==> config.mk <==
export PLATFORM = sky130hd
export DESIGN_NAME = seg_scan_driver
export DESIGN_NICKNAME = d
export VERILOG_FILES = /design/src/rtl/seg_scan_driver_pkg.sv /design/src/rtl/seg_scan_driver_timer.sv /design/src/rtl/seg_scan_driver.sv
export SDC_FILE = /design/constraint.sdc
export NUM_CORES = 1
export LEC_CHECK = 0
export BUFFER_PORTS_ARGS = -buffer_cell sky130_fd_sc_hd__buf_4
export CORE_MARGIN = 4
export CORE_UTILIZATION = 25
export DETAILED_ROUTE_END_ITERATION = 6
export GPL_ROUTABILITY_DRIVEN = 0
export PLACE_DENSITY = 0.41
export SYNTH_ARGS = -nofsm -noshare
export SYNTH_HDL_FRONTEND = slang
export SYNTH_HIERARCHICAL = 1
export SYNTH_SLANG_ARGS = --single-unit
==> constraint.sdc <==
create_clock -name clk -period 8.61 [get_ports clk]
set_input_delay 1.722 -clock clk [delete_from_list [all_inputs] [get_ports clk]]
set_output_delay 1.722 -clock clk [all_outputs]
set_load 0.005 [all_outputs]
==> src/rtl/seg_scan_driver_pkg.sv <==
// Shared types and helpers for the multiplexed segment scan driver.
// Latency: n/a (types and constant functions only).
// Backpressure: n/a.
package seg_scan_driver_pkg;

  // Per-slot phase of the scan FSM.
  typedef enum logic [1:0] {
    ST_IDLE  = 2'd0,
    ST_BLANK = 2'd1,
    ST_ON    = 2'd2,
    ST_OFF   = 2'd3
  } scan_state_t;

  // Bits needed to hold values 0..v-1; never less than one bit so that
  // single-value ranges still produce a legal vector.
  function automatic int clog2w(input int v);
    int r;
    r = 1;
    for (int i = 1; i < 32; i++) begin
      if ((64'd1 << i) < 64'(v)) r = i + 1;
    end
    return r;
  endfunction

endpackage

==> src/rtl/seg_scan_driver_timer.sv <==
// Slot counter (cnt) and digit index (idx) with slot/frame wrap strobes.
// Latency: strobes are combinational from the registered counters.
// Backpressure: none; advances every clock while run_i is high.
// Ports: clk/rst, clr_i (synchronous clear), run_i (advance), cnt_o, idx_o,
//        slot_end_o (last clock of a slot), frame_end_o (last clock of a frame).
module scan_timer #(
  parameter int unsigned NUM_SEG  = 6,
  parameter int unsigned SCAN_DIV = 50000,
  parameter int          CW       = 16,
  parameter int          IW       = 3
) (
  input  logic          clk,
  input  logic          rst,
  input  logic          clr_i,
  input  logic          run_i,
  output logic [CW-1:0] cnt_o,
  output logic [IW-1:0] idx_o,
  output logic          slot_end_o,
  output logic          frame_end_o
);

  logic [CW-1:0] cnt_q, cnt_d;
  logic [IW-1:0] idx_q, idx_d;

  assign slot_end_o  = run_i && (cnt_q == CW'(SCAN_DIV - 1));
  assign frame_end_o = slot_end_o && (idx_q == IW'(NUM_SEG - 1));

  always_comb begin
    cnt_d = cnt_q;
    idx_d = idx_q;
    if (clr_i) begin
      cnt_d = '0;
      idx_d = '0;
    end else if (run_i) begin
      if (slot_end_o) begin
        cnt_d = '0;
        idx_d = frame_end_o ? '0 : idx_q + 1'b1;
      end else begin
        cnt_d = cnt_q + 1'b1;
      end
    end
  end

  always_ff @(posedge clk or posedge rst) begin
    if (rst) begin
      cnt_q <= '0;
      idx_q <= '0;
    end else begin
      cnt_q <= cnt_d;
      idx_q <= idx_d;
    end
  end

  assign cnt_o = cnt_q;
  assign idx_o = idx_q;

endmodule

==> src/rtl/seg_scan_driver.sv <==
// Time-multiplexed 7-segment(+dp) scan driver with blanking and PWM brightness.
// Latency: outputs registered, aligned with the FSM state of the same cycle.
// Backpressure: none; en=0 aborts the frame and parks in IDLE next edge.
// Ports: clk, rst (async active-high), en, bright[3:0], seg_in[8*NUM_SEG-1:0]
//        -> seg_out[7:0], dig_sel[NUM_SEG-1:0] (one-hot), frame_done (pulse).
module seg_scan_driver
  import seg_scan_driver_pkg::*;
#(
  parameter int unsigned NUM_SEG   = 6,
  parameter int unsigned SCAN_DIV  = 50000,
  parameter int unsigned BLANK_CYC = 1000,
  parameter bit          ACT_LOW   = 1'b1
) (
  input  logic                 clk,
  input  logic                 rst,
  input  logic                 en,
  input  logic [3:0]           bright,
  input  logic [8*NUM_SEG-1:0] seg_in,
  output logic [7:0]           seg_out,
  output logic [NUM_SEG-1:0]   dig_sel,
  output logic                 frame_done
);

  localparam int CW = clog2w(int'(SCAN_DIV));
  localparam int IW = clog2w(int'(NUM_SEG));
  // on_len can reach SCAN_DIV-BLANK_CYC, so size it for SCAN_DIV inclusive.
  localparam int OW = clog2w(int'(SCAN_DIV) + 1);
  localparam int unsigned ON_UNIT = (SCAN_DIV - BLANK_CYC) >> 4;

  if (SCAN_DIV < BLANK_CYC + 16 || NUM_SEG < 1) begin : g_bad_params
    $error("seg_scan_driver: illegal parameters (need SCAN_DIV>=BLANK_CYC+16, NUM_SEG>=1)");
  end

  scan_state_t          state_q, state_d;
  logic [8*NUM_SEG-1:0] frame_buf_q;
  logic [3:0]           bright_s_q;
  logic [7:0]           seg_out_q;
  logic [NUM_SEG-1:0]   dig_sel_q;
  logic                 frame_done_q;

  logic [CW-1:0] cnt;
  logic [IW-1:0] idx;
  logic          slot_end, frame_end;
  logic          tmr_clr, tmr_run;
  logic          load;
  logic [3:0]    bright_eff;
  logic [OW-1:0] on_len;
  logic [31:0]   cnt_nx, on_end;
  logic [7:0]    seg_d;
  logic [NUM_SEG-1:0] dig_d;

  assign tmr_run = en && (state_q != ST_IDLE);
  assign tmr_clr = !tmr_run;

  scan_timer #(
    .NUM_SEG (NUM_SEG),
    .SCAN_DIV(SCAN_DIV),
    .CW      (CW),
    .IW      (IW)
  ) u_timer (
    .clk        (clk),
    .rst        (rst),
    .clr_i      (tmr_clr),
    .run_i      (tmr_run),
    .cnt_o      (cnt),
    .idx_o      (idx),
    .slot_end_o (slot_end),
    .frame_end_o(frame_end)
  );

  // Brightness is captured during cnt=0; in that cycle the live input is
  // used so the slot's on_len is consistent from its first clock.
  assign bright_eff = (cnt == '0) ? bright : bright_s_q;
  assign on_len     = OW'(ON_UNIT * (32'(bright_eff) + 32'd1));
  assign cnt_nx     = 32'(cnt) + 32'd1;
  assign on_end     = BLANK_CYC + 32'(on_len);

  always_comb begin
    state_d = state_q;
    load    = 1'b0;
    if (!en) begin
      state_d = ST_IDLE;
    end else if (state_q == ST_IDLE) begin
      state_d = ST_BLANK;
      load    = 1'b1;
    end else if (slot_end) begin
      state_d = ST_BLANK;
      load    = frame_end;
    end else if (cnt_nx < BLANK_CYC) begin
      state_d = ST_BLANK;
    end else if (cnt_nx < on_end) begin
      state_d = ST_ON;
    end else begin
      state_d = ST_OFF;
    end
  end

  // idx and frame_buf only change on edges that lead into BLANK, so their
  // current values are the ones valid whenever the next state is ON.
  always_comb begin
    seg_d = '0;
    dig_d = '0;
    if (state_d == ST_ON) begin
      seg_d = frame_buf_q[{idx, 3'b000} +: 8];
      dig_d = NUM_SEG'(1) << idx;
    end
  end

  always_ff @(posedge clk or posedge rst) begin
    if (rst) begin
      state_q      <= ST_IDLE;
      frame_buf_q  <= '0;
      bright_s_q   <= '0;
      frame_done_q <= 1'b0;
      seg_out_q    <= {8{ACT_LOW}};
      dig_sel_q    <= {NUM_SEG{ACT_LOW}};
    end else begin
      state_q      <= state_d;
      if (load) frame_buf_q <= seg_in;
      if (tmr_run && cnt == '0) bright_s_q <= bright;
      frame_done_q <= frame_end;
      seg_out_q    <= seg_d ^ {8{ACT_LOW}};
      dig_sel_q    <= dig_d ^ {NUM_SEG{ACT_LOW}};
    end
  end

  assign seg_out    = seg_out_q;
  assign dig_sel    = dig_sel_q;
  assign frame_done = frame_done_q;

endmodule

==> results by stage, run 1 <==
GRT:
- After global routing, the most crowded layer is met2.
- The via count of the first global-routing pass is a little over 5000.
- For this run, global-route usage on met1 was measured as between 10% and 20%.
- Summed over all layers, the global routing overflow is 0.
- The first global-routing pass estimated ~27000 um of wire.
- Entering global routing, the biggest net connects 70 pins.
- The overall global routing resource usage is 11.8%.
- The initial antenna violation count is 0.
- The met3 capacity usage during global routing is around 3%.
- For met2 alone, demand over resource in global routing was a little over 20%.

Timing:
- Static timing analysis puts the maximum clock frequency at 126 MHz.
- The final max-slew violation count was 0.
- The worst max-slew margin expressed relative to the limit is 28.5%.
- After routing, the total negative slack on setup checks comes to 0 ns.
- Setup repair after global routing left no endpoint under its margin.
- The slew at the pin with the worst max-slew slack is roughly 1.1 ns.
- The worst path uses between 90% and 100% of the clock period.
- The clock arrives with between 0.009 and 0.01 ns of skew.
- Counting I/O delays and the setup requirement, the final critical path takes slightly below 8 ns.
- The final worst-path setup slack is around 0.7 ns.
- The number of failing setup endpoints in the final timing report is 0.
- Hold timing on the final database bottoms out at a slack of approximately 0.50 ns.
- The hold violation count in the final report is 0.

Critical path:
- In this design, the stage delay of the slowest critical-path cell is 0.74 ns.
- The arrival time reported for the critical path endpoint is around 8.1 ns.
- Of all nets on the critical path, the largest fanout is 14.
- The critical path launch point type is an input pin.
- The kind of end point of the critical path is a flop.
- For the worst setup path, the data required time is ~8.8 ns.
- The worst setup path is of the in2reg kind.
- The library cell contributing the largest single delay on the critical path is sky130_fd_sc_hd__nor4_4.

Clocking:
- The post-cts hold buffer count is 0.
- TritonCTS created 9 clock buffers.
- The post-cts repair resize count is 0.
- At the later pin of the worst-skew pair, clock insertion delay measures approximately 0.34 ns.
- The depth of the CTS H-tree is 3.
- The maximum count of clock buffers along a single path is 2.
- The library cell used as clock root buffer is sky130_fd_sc_hd__clkbuf_16.
- The clock net in this run drives a total of a little under 90 sinks.
- The number of buffers inserted to repair setup after CTS is 0.
- The CTS tree is done.
- After clock tree synthesis, the clock-pin slew on the worst setup and hold paths is 0.06 ns.

Placed design:
- The post-detailed-placement half-perimeter wirelength is around 13000 um.
- The post-place setup slack is -0.0374 ns.
- After detailed placement, the design holds a cell count of ~1000.
- Input and output buffers added on the ports amount to 69.

Pwr:
- The leakage dissipation is 3.30 nW.
- The power per cell area is ~260 nW/um2.
- The worst voltage drop across the vdd grid is roughly 0.00011 V.

Synth:
- The mean instance size in the synthesized netlist is 10.5 um2.
- The count of flip-flops with a built-in enable after synthesis is 0.
- For this run, asynchronously set or reset flops after synthesis account for 100%.
- The number of nets in the synthesized netlist is ~720.
- Yosys attributes the largest share of cell area to sky130_fd_sc_hd__dfrtp_1 (29%), sky130_fd_sc_hd__mux2_2 (9.8%), sky130_fd_sc_hd__ha_1 (9.5%), sky130_fd_sc_hd__dfstp_2 (5.8%), sky130_fd_sc_hd__fa_1 (4.4%).
- The cell type with the largest total area after synthesis is sky130_fd_sc_hd__dfrtp_1.
- The synthesized netlist contains between 70 and 80 unique library cells.
- After synthesis, the largest area contributor takes up between 20% and 30% of total cell area.
- The sequential share of the synthesized area is between 30% and 40%.
- The number of synthesized register bits is between 80 and 90.
- Synthesis handed over a netlist of between 600 and 700 instances.
- The number of warnings issued by yosys is 6.
- The predominant post-synthesis flop cell is sky130_fd_sc_hd__dfrtp_1.
- The cell area after synthesis is 6300 um2.

Floorplanning:
- The floorplan die area is 27800 um2.
- The die boundary width is 167 um.
- In this run the standard cell core region covers ~25000 um2.
- The floorplan step set the die height to between 150 and 200 um.
- The number of rows in the core area is 57.
- In this run the count of I/O pins placed on the die edge is 70.
- The initial utilization of the core area, before any placement, comes to ~26%.

Cells and area:
- After the last flow step, the layout net total stands at between 800 and 900.
- The post-layout instance count excluding filler cells is a little over 1000.
- 0 antenna diodes ended up in the layout.
- The share of final-layout standard cells stronger than drive strength 1 is between 20 and 30%.
- The relative area change from synthesis to final layout is 21.0%.

Job:
- Max-cap violations in this run came to 0.

Run status:
- The flow ran to the end, and the final reports show no timing, DRC or antenna violations.

Routing:
- Across all layers, the routed design uses ~4800 vias.
- After detailed routing, the total wire length is 16200 um.
- The residual DRC count is 0.
- In the final routed layout, each cell accounts on average for approximately 16 um.
- The first-pass iteration count of the detailed router is 4.
- The residual antenna-violating net count after detailed routing is 0.
- In the routed layout, each cell is associated on average with a via count of roughly 4.7.
- The detailed router's first-iteration violation count is 243.

Hold path:
- The tightest min-delay check is of the reg2reg type.
==> path summary, 6_finish.rpt <==
check,slack [ns],from,endpoint,depth (start not counted)
max,0.69,bright[1],dig_sel[5]$_DFF_PP1_,25
min,0.50,frame_buf_q[1]$_DFFE_PP0P_,frame_buf_q[1]$_DFFE_PP0P_,1
max reg2reg,0.70,u_timer/cnt_o[0]$_DFFE_PP0P_,dig_sel[5]$_DFF_PP1_,28
min reg2reg,0.50,frame_buf_q[1]$_DFFE_PP0P_,frame_buf_q[1]$_DFFE_PP0P_,1
max in group asynchronous,6.37,rst,bright_s_q[2]$_DFFE_PP0P_,3
min in group asynchronous,1.53,rst,u_timer/cnt_o[3]$_DFFE_PP0P_,2
==> cell usage after synthesis, drive strengths merged (5+ instances only) <==
| library cell | instances |
|---|---|
| dfrtp | 74 |
| mux2 | 57 |
| inv | 50 |
| ha | 48 |
| nor2 | 43 |
| nand2 | 34 |
| xnor2 | 27 |
| nand3 | 21 |
| o21ai | 20 |
| xor2 | 16 |
| dfstp | 14 |
| fa | 14 |
| mux2i | 14 |
| a21oi | 13 |
| nor3 | 13 |
| clkbuf | 12 |
| nor4 | 11 |
| nand4 | 10 |
| a21o | 9 |
| o22ai | 9 |
| buf | 8 |
| mux4 | 8 |
| and3 | 6 |
| or3 | 6 |
| nand2b | 5 |
==> sequential cells by signal, summed over array words and instances, names as in the netlist <==
| register | cells |
|---|---|
| bright_s_q | 4 |
| dig_sel | 6 |
| frame_buf_q | 48 |
| frame_done | 1 |
| seg_out | 8 |
| state_q | 2 |
| u_timer/cnt_o | 16 |
| u_timer/idx_o | 3 |
==> worst max-delay path, delay by kind of cell <==
kind            cells  cell delay, ns
buf+inv             5            0.61
compound gates      7            1.34
mux                 1            0.29
fa+ha+maj           5            2.25
xor+xnor            2            0.35
simple gates        5            1.54
==> metal layers <==
metal | routed length [um] | part of all wire (%)
met3 | 932 | 5.8
met4 | 174 | 1.1
met1 | 6930 | 43
met2 | 8150 | 50
met5 | 0 | 0
==> cell usage in the layout (no fill, tap or decap), types with 9 or more instances in the layout <==
master                      synthesis  routed
sky130_fd_sc_hd__nand4_1            9       9
sky130_fd_sc_hd__mux2i_1           14      14
sky130_fd_sc_hd__xnor2_1           27      27
sky130_fd_sc_hd__a21oi_1           13      13
sky130_fd_sc_hd__buf_4              0      91
sky130_fd_sc_hd__nand3_1           21      21
sky130_fd_sc_hd__o22ai_1            9       9
sky130_fd_sc_hd__nor3_1            13      13
sky130_fd_sc_hd__xor2_1            16      16
sky130_fd_sc_hd__inv_1             50      49
sky130_fd_sc_hd__ha_1              48      48
sky130_fd_sc_hd__mux2_2            55      55
sky130_fd_sc_hd__clkbuf_16          0       9
sky130_fd_sc_hd__nor2_1            43      43
sky130_fd_sc_hd__nand2_1           34      34
sky130_fd_sc_hd__dfrtp_1           74      74
sky130_fd_sc_hd__o21ai_0           18      17
sky130_fd_sc_hd__fa_1              14      14
sky130_fd_sc_hd__dfstp_2           14      14
==> report_power, final <==
part | total (W) | switching, W | internal [W]
sequential | 0.000469 | 0.0000187 | 0.000451
combinational | 0.00112 | 0.000589 | 0.000531
clock | 0.000400 | 0.000159 | 0.000241
total | 0.00199 | 0.000766 | 0.00122
==> through the flow <==
step	power, W	utilization, %	area [um2]
2_1_floorplan	0.00129	-	6300
3_3_place_gp	0.00159	29.8	7310
3_5_place_dp	0.00160	29.8	7310
4_1_cts	0.00202	31.0	7610
5_1_grt	0.00216	31.1	7620
6_report	0.00199	31.1	7620
==> cells by family after synthesis <==
kind of cell | count (synthesis) | share of synthesized area (%)
compound gates | 80 | 8.82
buf+inv | 70 | 4.37
simple gates | 180 | 16.2
fa+ha+maj | 62 | 14.0
flops | 88 | 35.2
mux | 79 | 15.4
xor+xnor | 43 | 5.98
==> layout make-up <==
type | instances | area (um2)
Timing Repair Buffer | 91 | 683
Tap cell | 324 | 405
Clock buffer | 14 | 264
Sequential cell | 88 | 2220
Inverter | 50 | 188
Clock inverter | 2 | 37.5
Multi-Input combinational cell | 444 | 3830
Fill cell | 2586 | 16900
(Power assumes the default switching activity.)
==> inputs of run 2 (changes only) <==
Settings changed: SYNTH_HIERARCHICAL 1 to unset.
==> results by stage, run 2 <==
Synth:
- After synthesis, the most frequently instantiated cells are sky130_fd_sc_hd__dfrtp_1 (74), sky130_fd_sc_hd__ha_1 (50), sky130_fd_sc_hd__inv_1 (37), sky130_fd_sc_hd__mux2_2 (31), sky130_fd_sc_hd__nor2_1 (29).
- The number of library cell types mapped by synthesis is 59 (-20%).
- The synthesized netlist cell count is 540 (-10%).
- The count of flip-flops with a built-in enable after synthesis came to 0 (unchanged).
- The number of synthesized register bits is 88 (unchanged).
- In the post-synthesis netlist, the biggest area contributors are sky130_fd_sc_hd__dfrtp_1 (31%), sky130_fd_sc_hd__ha_1 (11%), sky130_fd_sc_hd__dfstp_2 (6.2%), sky130_fd_sc_hd__mux2_2 (5.9%), sky130_fd_sc_hd__mux2_1 (5.3%).
- The cell area after synthesis is 5950 um2 (-5.6%).
- The area share of the leading cell type in the synthesized netlist is 31.1% (+1.7 points).
- Among all flip-flop cells after synthesis, the most frequent one is sky130_fd_sc_hd__dfrtp_1.
- The number of nets in the synthesized netlist was 659 (-8.3%).
- The number of warnings issued by yosys is 0 (-6).
- The synthesized design spends more area on one cell type than any other, namely sky130_fd_sc_hd__dfrtp_1.
- The mean instance size in the synthesized netlist was 11.0 um2 (+5.3%).
- The share of flip-flops with an asynchronous set or reset after synthesis is 100% (unchanged).
- The sequential share of the synthesized area was 37.3% (+2.1 points).
- The most frequently used cell type in the post-synthesis netlist is sky130_fd_sc_hd__dfrtp_1.

Hold path:
- The type of the tightest min-delay check is reg2reg.
- The instance count along the most critical hold path is 1 (unchanged).

Floorplanning:
- The die boundary width came to 162 um (-2.7%).
- The die span in y was 162 um (-2.7%).
- The area inside the core boundary is 23500 um2 (-4.3%).
- The number of rows in the core area came to 56 (-1.8%).
- The number of top-level pins is 70 (unchanged).
- The initial standard-cell utilization of the core is 25.3% (-0.34 points).
- The floorplan die area is 26300 um2 (-5.3%).

Cells and area:
- The area occupied by registers was 2220 um2 (unchanged).
- The number of antenna diodes came to 0 (unchanged).
- The final design instance area without fill is 7090 um2 (-7.0%).
- The net count of the finished layout is 717 (-10%).
- The relative area change from synthesis to final layout is 19.2%.
- The number of flip-flops in the largest register is 48 (unchanged).
- The post-layout instance count excluding filler cells was 922 (-9.0%).
- The final standard cell utilization of the core is 30.2% (-0.86 points).
- In the layout the commonest cells are sky130_fd_sc_hd__dfrtp_1 (74), sky130_fd_sc_hd__buf_4 (74), sky130_fd_sc_hd__ha_1 (50).
- frame_buf_q holds more flip-flops than any other register.
- The share of final-layout standard cells stronger than drive strength 1 is 25.5% (-3.8 points).
- The count of fill cells added during filler insertion came to 2438 (-5.7%).
- The footprint of the multi-input gates came to 3490 um2 (-8.7%).

Placed design:
- The count of placed standard cells including taps is 906 (-9.1%).
- The post-place setup slack is 0.467 ns (+0.505 ns).
- The count of input and output buffers is 69 (unchanged).
- The total cell area at the placement stage is 6810 um2 (-6.9%).
- The post-detailed-placement half-perimeter wirelength is 11200 um (-12%).

Clocking:
- The maximum count of clock buffers along a single path was 2 (unchanged).
- The post-cts hold buffer count is 0 (unchanged).
- The clock insertion delay at the later pin of the skew report came to 0.34 ns (about the same).
- The CTS tree is done.
- The sink count of the clock tree came to 88 (unchanged).
- The post-cts repair resize count is 0 (unchanged).
- The register clock-pin slew on the reported worst setup and hold paths is 0.07 ns (about the same).
- The number of buffers inserted to repair setup after CTS is 0 (unchanged).
- The number of buffers created by CTS was 9 (unchanged).
- The library cell used as clock root buffer is sky130_fd_sc_hd__clkbuf_16.
- The depth of the CTS H-tree is 3 (unchanged).

GRT:
- After global routing, the most crowded layer is met2.
- The maximum number of pins on one net before global-route repair is 70 (unchanged).
- The via count of the first global-routing pass came to 4483 (-11%).
- The met3 capacity usage during global routing is 2.21% (-0.80 points).
- The met1 usage in global routing was 15.5% (+0.66 points).
- The met2 capacity usage during global routing is 18.1% (-2.5 points).
- The global-route wire length before repair is 23900 um (-11%).
- The overall global routing resource usage is 11.3% (-0.52 points).
- The total congestion overflow after global routing is 0 (unchanged).
- The initial antenna violation count came to 0 (unchanged).

Run status:
- The flow ran to the end, and the final reports show no timing, DRC or antenna violations.

Critical path:
- The arrival time reported for the critical path endpoint came to 7.93 ns (-0.21 ns).
- The maximum fanout count along the critical path is 15 (+1).
- The kind of end point of the critical path is a flop.
- The number of gates on the worst path with buffers counted was 25 (unchanged).
- The longest individual stage delay on the worst path is 0.62 ns (-0.12 ns).
- The number of buffer and inverter stages on the critical path is 4 (-1).
- The count of cells along the worst register-to-register path is 26 (-7.1%).
- The required time reported for the critical path endpoint is 8.85 ns (+0.02 ns).
- The kind of cell with the highest combined delay along the critical path is adder cells.
- The library cell contributing the largest single delay on the critical path is sky130_fd_sc_hd__fa_1.
- The critical path in this run is classified as in2reg.
- The worst setup path is launched from an input pin.

Timing:
- The final worst-path setup slack is 0.911 ns (+0.224 ns).
- Setup repair after global routing left no endpoint under its margin.
- The final period utilization is 89.4% (-2.6 points).
- The slew at the pin with the worst max-slew slack is 1.12 ns (+0.0516 ns).
- The clock tree skew after final layout is 0.00860 ns (-0.00140 ns).
- The highest attainable clock frequency is 130 MHz (+2.9%).
- The final max-slew violation count came to 0 (unchanged).
- The shortest clock period the worst path allows after layout is 7.70 ns (-0.224 ns).
- The sum of negative setup slack was 0 ns (unchanged).
- The number of failing setup endpoints in the final timing report is 0 (unchanged).
- The hold violation count in the final report is 0 (unchanged).
- The worst max-slew margin expressed relative to the limit is 25.6% (-3.0 points).

Pwr:
- The power per cell area came to 319 nW/um2 (+22%).
- The worst voltage drop across the vdd grid is 0.000144 V (+31%).
- The leakage dissipation was 3.15 nW (-4.6%).

Routing:
- The detailed router's first-iteration violation count came to 126 (-48%).
- The routed via count divided by cell count is 4.54 (-3.6%).
- The residual DRC count is 0 (unchanged).
- The first-pass iteration count of the detailed router came to 4 (unchanged).
- The post-detailed-route wirelength per cell was 15.3 um (-4.0%).
- The wire length reported by the detailed router is 14200 um (-13%).
- The via count came to 4184 (-12%).
- The residual antenna-violating net count after detailed routing is 0 (unchanged).

Job:
- The number of violations of the max-capacitance limit is 0 (unchanged).
## run 2: changes by cell type in the layout (fill, tap and decap cells not counted), moves of 6 or more
cell / before / now
sky130_fd_sc_hd__nand2_1: 34 / 19
sky130_fd_sc_hd__a22o_1: 0 / 8
sky130_fd_sc_hd__inv_1: 49 / 36
sky130_fd_sc_hd__mux2i_1: 14 / 8
sky130_fd_sc_hd__buf_4: 91 / 74
sky130_fd_sc_hd__mux2_1: 0 / 28
sky130_fd_sc_hd__nand4_1: 9 / 15
sky130_fd_sc_hd__nor2_1: 43 / 29
sky130_fd_sc_hd__o22ai_1: 9 / 2
sky130_fd_sc_hd__xnor2_1: 27 / 21
sky130_fd_sc_hd__o21ai_0: 17 / 10
sky130_fd_sc_hd__nor2b_1: 3 / 18
sky130_fd_sc_hd__mux2_2: 55 / 31
## run 2: cells by family after synthesis
family	after synthesis	synth area share, %
buf+inv	64	4.18
mux	77	16.2
simple gates	143	13.7
xor+xnor	37	5.45
compound gates	67	7.99
fa+ha+maj	64	15.2
flops	88	37.3
## run 2: worst reg2reg max path, cell delays in order (launching register included)
cell	delay (ns)
sky130_fd_sc_hd__dfrtp_1	0.52
sky130_fd_sc_hd__nor3_1	0.39
sky130_fd_sc_hd__nand4_1	0.39
sky130_fd_sc_hd__mux2i_1	0.48
sky130_fd_sc_hd__inv_1	0.27
sky130_fd_sc_hd__ha_1	0.27
sky130_fd_sc_hd__and2_1	0.24
sky130_fd_sc_hd__fa_1	0.62
sky130_fd_sc_hd__fa_1	0.45
sky130_fd_sc_hd__fa_1	0.51
sky130_fd_sc_hd__inv_1	0.04
sky130_fd_sc_hd__ha_1	0.39
sky130_fd_sc_hd__and3_1	0.22
sky130_fd_sc_hd__a221oi_1	0.44
sky130_fd_sc_hd__o221ai_1	0.24
sky130_fd_sc_hd__a21o_1	0.22
sky130_fd_sc_hd__a21oi_1	0.18
sky130_fd_sc_hd__xor2_1	0.24
sky130_fd_sc_hd__xnor2_1	0.15
sky130_fd_sc_hd__ha_1	0.26
sky130_fd_sc_hd__nor2b_1	0.13
sky130_fd_sc_hd__o21ai_0	0.13
sky130_fd_sc_hd__nor4b_1	0.21
sky130_fd_sc_hd__o21ai_1	0.10
sky130_fd_sc_hd__nor2_1	0.11
sky130_fd_sc_hd__buf_4	0.21
sky130_fd_sc_hd__nand4_1	0.12
## run 2: power by group
group	switching (W)	internal (W)	leakage, nW
sequential	0.0000185	0.000451	1.06
combinational	0.000765	0.000657	1.95
clock	0.000171	0.000200	0.132
## run 2: worst paths after layout
check	from	to	slack, ns
hold / removal	frame_buf_q[45]$_DFFE_PP0P_	frame_buf_q[45]$_DFFE_PP0P_	0.49
min in group asynchronous	rst	u_timer.cnt_o[7]$_DFF_PP0_	1.34
setup reg to reg	u_timer.cnt_o[4]$_DFF_PP0_	dig_sel[0]$_DFF_PP1_	0.96
max in group asynchronous	rst	frame_buf_q[13]$_DFFE_PP0P_	6.08
hold reg to reg	frame_buf_q[45]$_DFFE_PP0P_	frame_buf_q[45]$_DFFE_PP0P_	0.49
setup / recovery	bright[0]	dig_sel[0]$_DFF_PP1_	0.91
## run 2: cell type report
| type | instances | share of cell area [%] |
|---|---|---|
| Sequential cell | 88 | 31.3 |
| Inverter | 37 | 1.98 |
| Multi-Input combinational cell | 388 | 49.2 |
| Timing Repair Buffer | 74 | 7.83 |
| Clock inverter | 6 | 0.811 |
| Tap cell | 319 | 5.63 |
| Clock buffer | 10 | 3.23 |
## run 2: layer usage
metal  part of all wire, %  vias to the layer above  wire length (um)
li1                      -                     2033                 -
met1                    48                     2064              6820
met2                    47                       65              6640
met3                   2.9                       22               417
met4                   1.9                        0               274
met5                     0                        -                 0
## run 2: per-stage QoR
step / hold WS (ns) / power, W
after global routing: 0.510 / 0.00252
after global placement: 0.472 / 0.00190
after floorplan: 0.459 / 0.00163
final: 0.491 / 0.00226
after CTS: 0.492 / 0.00230
after detailed placement: 0.477 / 0.00191
